--- src/rtl/rf_pkg.sv ---
// rtl/rf_pkg.sv - shared register-file widths and types
package rf_pkg;

    localparam int RF_ADDR_W   = 5;
    localparam int RF_DATA_W   = 32;
    localparam int RF_NUM_REGS = 32;

    typedef logic [RF_ADDR_W-1:0] rf_addr_t;
    typedef logic [RF_DATA_W-1:0] rf_data_t;

endpackage

--- src/rtl/rr_arbiter.sv ---
// rtl/rr_arbiter.sv - round-robin one-hot arbiter owning the last-grant pointer
module rr_arbiter #(
    parameter int N = 3
) (
    input  logic         clk,
    input  logic         rst_n,
    input  logic [N-1:0] req,
    input  logic         advance,
    output logic [N-1:0] gnt
);

    localparam int LG_W = (N > 1) ? $clog2(N) : 1;

    logic [LG_W-1:0] last_q;
    logic [LG_W-1:0] last_d;
    logic [LG_W-1:0] win_idx;
    logic            found;

    // Search starts one past the previous winner so every requester gets a turn within N grants.
    always_comb begin
        int idx;
        gnt     = '0;
        found   = 1'b0;
        win_idx = '0;
        idx     = 0;
        for (int k = 1; k <= N; k++) begin
            idx = int'(last_q) + k;
            if (idx >= N) begin
                idx = idx - N;
            end
            if (!found && req[idx]) begin
                found    = 1'b1;
                gnt[idx] = 1'b1;
                win_idx  = LG_W'(idx);
            end
        end
        last_d = (advance && found) ? win_idx : last_q;
    end

    // Pointer resets to N-1 so requester 0 is searched first.
    always_ff @(posedge clk or negedge rst_n) begin
        if (!rst_n) begin
            last_q <= LG_W'(N - 1);
        end else begin
            last_q <= last_d;
        end
    end

endmodule

--- src/rtl/rf_wb_arbiter.sv ---
// rtl/rf_wb_arbiter.sv - register-file write-port arbiter with registered output stage and pending mask
module rf_wb_arbiter
    import rf_pkg::*;
#(
    parameter int N_REQ  = 3,
    parameter int DATA_W = RF_DATA_W,
    parameter int ADDR_W = RF_ADDR_W
) (
    input  logic                    clk,
    input  logic                    rst_n,
    input  logic [N_REQ-1:0]        req_valid,
    output logic [N_REQ-1:0]        req_ready,
    input  logic [N_REQ*ADDR_W-1:0] req_addr,
    input  logic [N_REQ*DATA_W-1:0] req_data,
    input  logic                    hold,
    output logic                    regWrite,
    output logic [ADDR_W-1:0]       writeReg,
    output logic [DATA_W-1:0]       writeData,
    output logic [2:0]              grant_id,
    output logic [2**ADDR_W-1:0]    pending_mask
);

    logic [N_REQ-1:0]  gnt;
    logic              xfer;
    logic [ADDR_W-1:0] sel_addr;
    logic [DATA_W-1:0] sel_data;
    logic [2:0]        sel_id;

    logic              wen_q, wen_d;
    logic [ADDR_W-1:0] waddr_q, waddr_d;
    logic [DATA_W-1:0] wdata_q, wdata_d;
    logic [2:0]        gid_q, gid_d;

    rr_arbiter #(
        .N(N_REQ)
    ) u_rr_arbiter (
        .clk     (clk),
        .rst_n   (rst_n),
        .req     (req_valid),
        .advance (!hold),
        .gnt     (gnt)
    );

    // Ready is the raw grant, suppressed by hold and while reset is asserted.
    assign req_ready = (hold || !rst_n) ? '0 : gnt;
    assign xfer      = |req_ready;

    // Mux the single accepted requester onto the output-stage inputs.
    always_comb begin
        sel_addr = '0;
        sel_data = '0;
        sel_id   = '0;
        for (int i = 0; i < N_REQ; i++) begin
            if (req_ready[i]) begin
                sel_addr = req_addr[i*ADDR_W +: ADDR_W];
                sel_data = req_data[i*DATA_W +: DATA_W];
                sel_id   = 3'(i);
            end
        end
    end

    // Output stage next state: address/data/id hold when idle, write enable is a one-cycle pulse; register 0 never pulses.
    always_comb begin
        wen_d   = 1'b0;
        waddr_d = waddr_q;
        wdata_d = wdata_q;
        gid_d   = gid_q;
        if (xfer) begin
            wen_d   = (sel_addr != '0);
            waddr_d = sel_addr;
            wdata_d = sel_data;
            gid_d   = sel_id;
        end
    end

    // Output stage registers; async reset drops any write in flight.
    always_ff @(posedge clk or negedge rst_n) begin
        if (!rst_n) begin
            wen_q   <= 1'b0;
            waddr_q <= '0;
            wdata_q <= '0;
            gid_q   <= '0;
        end else begin
            wen_q   <= wen_d;
            waddr_q <= waddr_d;
            wdata_q <= wdata_d;
            gid_q   <= gid_d;
        end
    end

    assign regWrite  = wen_q;
    assign writeReg  = waddr_q;
    assign writeData = wdata_q;
    assign grant_id  = gid_q;

    // Registers with a write requested or sitting in the output stage; register 0 is never hazardous.
    always_comb begin
        pending_mask = '0;
        for (int i = 0; i < N_REQ; i++) begin
            if (req_valid[i]) begin
                pending_mask[req_addr[i*ADDR_W +: ADDR_W]] = 1'b1;
            end
        end
        if (wen_q) begin
            pending_mask[waddr_q] = 1'b1;
        end
        pending_mask[0] = 1'b0;
    end

endmodule

--- config.mk ---
export PLATFORM = sky130hd
export DESIGN_NAME = rf_wb_arbiter
export DESIGN_NICKNAME = d
export VERILOG_FILES = /design/src/rtl/rf_pkg.sv /design/src/rtl/rr_arbiter.sv /design/src/rtl/rf_wb_arbiter.sv
export SDC_FILE = /design/constraint.sdc
export NUM_CORES = 1
export LEC_CHECK = 0
export ABC_AREA = 1
export CAP_MARGIN = 20
export CORE_ASPECT_RATIO = 0.8
export CORE_UTILIZATION = 37
export CTS_BUF_LIST = sky130_fd_sc_hd__clkbuf_4 sky130_fd_sc_hd__clkbuf_8
export DETAILED_ROUTE_END_ITERATION = 7
export PLACE_DENSITY = 0.85
export SYNTH_ARGS = -nofsm -noshare
export SYNTH_HDL_FRONTEND = slang
export SYNTH_SLANG_ARGS = --single-unit
--- constraint.sdc ---
create_clock -name clk -period 3.6 [get_ports clk]
set_input_delay 0.54 -clock clk [delete_from_list [all_inputs] [get_ports clk]]
set_output_delay 0.54 -clock clk [all_outputs]
set_load 0.1 [all_outputs]
==> summary.md <==
| Metric | Value |
|---|---|
| H-tree depth | 2 |
| Fin util | 64.8% |
| Layout cell share with drive strength beyond 1 | roughly 11% |
| Yosys reg bits | 42 |
| DR DRC count | 20 |
| R2r setup slk | 0.55 ns |
| RR Startpoint | u_rr_arbiter.last_q[1] |
| Count of different cell masters after synthesis | 35 |
| Place WS | 0.538 ns |
| Clock Latency Late Sink | 0.31 ns |
| Fin nets | about 820 |
| Worst Skew | 0.00564 ns |
| Setup_tns | 0 ns |
| Synth Flop Type | dfrtp_1 |
| Clock sinks | 42 |
| Clock Power Share | 8.4% |
| Die Width | between 100 and 150 um |
| Critical Path End Type | primary output |
| Syn-to-layout area delta | 68.4% |
| Initial Util | slightly below 40% |
| Inserted Diodes | 0 |
| Failing checks | design-rule violations |
| Sequential share of the synthesized area | 29.9% |
| Max incr delay on CP | about 0.49 ns |
| Endpoints failing setup | 0 |
| Met2 Wirelength | 7.15 mm |
| Gr ovfl total | 0 |
| Max-cap viol count | 0 |
| FMAX | 301 MHz |
| Post-Route WL | between 15 and 20 mm |
| Port buffer count | 190 |
| Post-synthesis instance area | 0.00352 sq mm |
| Levels on crit path | 10 |
| CP startpoint | u_rr_arbiter.last_q[0] |
| Lkg Pwr | about 2.5 nW |
| DP HPWL | about 12 mm |
| CTS tree | built |
| Met3 WL | 1.59 mm |
| Syn Inst Count | just over 500 |
| GP Congestion | 0.957 |
| Post_cts resized | 0 |
| Critical Path Most Common Cell | nand2_1 |
| Final worst path period need | 3.32 ns |
| Internal | 0.00211 W |
| DIE AREA | 0.00992 sq mm |
| Clk slew on worst S/H paths | roughly 0.08 ns |
| Last element of the critical path | req_ready[2] |
| Crit-path cells | inv_1, ha_1, inv_4, nand2_1, nand2_1, nor2_1, nor2_2, nand3_2, a21oi_4, buf_12 |
| Clock tree buffer depth | 2 |
| Filler Cells Inserted | 769 |
| Hold slack | 0.315 ns |
| Initial antenna violation count | 0 |
| Async S/R FF share, synth | between 90% and 100% |
| First-pass GRT wire length | about 23 mm |
| Core Rows | 31 |
| Critical path's top delay family | buffers and inverters |
| PwrDens | 962 mW/mm^2 |
| Vias per cell | 5.77 |
| Relative slew slack | 30.5% |
| Data required, critical path | 3.06 ns |
| Core box area | 0.00915 sq mm |
| Peak VDD IR | 0.589 mV |
| CP max FO | 12 |
| Worst R2R Path Depth | 14 |
| Tcrit/Tclk final | 92.2% |
| Hold Buf Count CTS | 0 |
| Final WS setup | roughly 0.28 ns |
| P_sw | 0.00360 W |
| Register share of total power | 15.5% |
| Combinational Power Share | between 70 and 80% |
| Buffers & Inverters on Critical Path | 3 |
| ANT nets after route | 0 |
| Hold/Removal Path Class | in -> async |
| Run status | finished, violations left |
| Die Ht | 89.3 um |
| Pins Over Slew Limit | 0 |
| Worst-margin pin slew | 1.04 ns |
| Io pins | 193 |
| Crit start category | flop |
| FF-to-FF End | writeData[22] |
| Crit path DAT | 2.78 ns |
| Vias in the first global route | 4468 |
| Initial drt markers | 442 |
| Net Sw Frac | between 60% and 70% |
| WS Path Type | reg -> out |
| Setup bufs post-CTS | 0 |
| DRT Pass-1 Iters | 7 |
| Mean Syn Cell Area | 6.90 sq um |
| Synth Warn # | 0 |
| Tot GR Track Use | between 30% and 40% |
| Placed insts | 807 |
| Routed via count | approximately 4.7k |
| Root Buffer | clkbuf_8 |
| RSZ-0062 raised after global routing | no |
| Number of flops mapped to enable cells by yosys | 0 |
| Largest net degree at the start of global routing | 43 |
| Final hold vios | 0 |
| Finished Layout Cells | 815 |
| CP max stage cell | a21oi_4 |
| WL/cell | 19.0 um |
| Max Used Layer | met4 |
| Clock buffer count from CTS | 5 |
| Met1 WL | 6.22 mm |
Yosys cell counts (2+ instances only):
library cell,n,area share [%]
o22a_1,8,2.0
nand3_2,2,0.57
ha_1,6,2.1
inv_1,49,5.2
nand2_2,4,0.71
nand3_4,2,0.99
o21bai_1,2,0.43
o21ai_0,6,0.85
nor3_1,22,3.1
a22oi_1,11,2.3
buf_4,6,1.3
buf_6,6,1.9
buf_2,6,0.85
nor2_4,2,0.64
o221ai_1,30,7.5
a21oi_1,13,1.8
nand2_1,145,15
clkbuf_1,4,0.43
inv_2,4,0.43
nand4_1,27,4.8
nor2_1,20,2.1
o21ai_1,8,1.1
nand3_1,76,11
dfrtp_1,41,29
power groups by stage:
stage               Clock (W)  Combinational (W)  Sequential, W
finish               0.000479            0.00434       0.000887
global route         0.000501            0.00459       0.000908
CTS                  0.000480            0.00432       0.000879
detailed placement          0            0.00431       0.000882
global placement            0            0.00423       0.000871
floorplan                   0            0.00173        0.00238
how the worst min path moves through the flow:
| stage | to | cells past startpoint | from |
|---|---|---|---|
| 3_3_place_gp | writeData[27] | 2 | writeData[27] |
| 4_1_cts | writeData[28] | 2 | rst_n |
| 3_5_place_dp | grant_id[1] | 2 | grant_id[1] |
| 2_1_floorplan | grant_id[0] | 0 | rst_n |
| 6_report | writeData[1] | 2 | rst_n |
| 5_1_grt | writeData[29] | 2 | rst_n |
cells by family after synthesis:
logic type / share of synthesized area [%]
AND/OR/NAND/NOR: 40.7
AO/OA/AOI/OAI: 16.9
buffers and inverters: 10.3
flip-flops: 29.9
adder cells (fa/ha/maj): 2.13
other: 0.106
sequential cells by signal (all words and copies together), names as in the netlist:
| name | flops |
|---|---|
| u_rr_arbiter.last_q | 2 |
| writeData | 32 |
| regWrite | 1 |
| writeReg | 5 |
| grant_id | 2 |
area by class of cell:
| class | instances | area, sq um | area share (%) |
|---|---|---|---|
| multi-input combinational | 394 | 2120 | 35.8 |
| timing repair buffer | 202 | 2260 | 38.2 |
| tap | 115 | 144 | 2.43 |
| inverter | 54 | 205 | 3.46 |
| clock inverter | 2 | 60.1 | 1.01 |
| clock buffer | 6 | 82.6 | 1.39 |
| sequential | 42 | 1050 | 17.7 |
routing by layer:
| metal | vias to the layer above | GRT usage (%) |
|---|---|---|
| met3 | 47 | 7.66 |
| met4 | 0 | 11.7 |
| met2 | 296 | 48.5 |
| met1 | 2193 | 39.7 |
| met5 | - | 0 |
| li1 | 2164 | - |
per-stage QoR:
step           area (sq um)  total power (W)
2_1_floorplan          3540          0.00411
4_1_cts                5930          0.00568
6_report               5930          0.00571
5_1_grt                5930          0.00599
3_3_place_gp           5790          0.00510
3_5_place_dp           5790          0.00519
layout by cell type (no fill, tap or decap), drive strengths merged:
| master | n |
|---|---|
| o21ai | 14 |
| nor4 | 1 |
| clkbuf | 6 |
| dfrtp | 41 |
| conb | 2 |
| a22oi | 11 |
| a221oi | 1 |
| dfstp | 1 |
| nand3b | 1 |
| o22ai | 1 |
| nand2 | 150 |
| inv | 54 |
| a21oi | 14 |
| nor3 | 22 |
| nor2 | 24 |
| nand3 | 80 |
| o221ai | 30 |
| nand4 | 27 |
| ha | 6 |
| buf | 47 |
| clkdlybuf4s50 | 155 |
| bufinv | 2 |
| o22a | 8 |
| o21bai | 2 |
(Power assumes the default switching activity.)
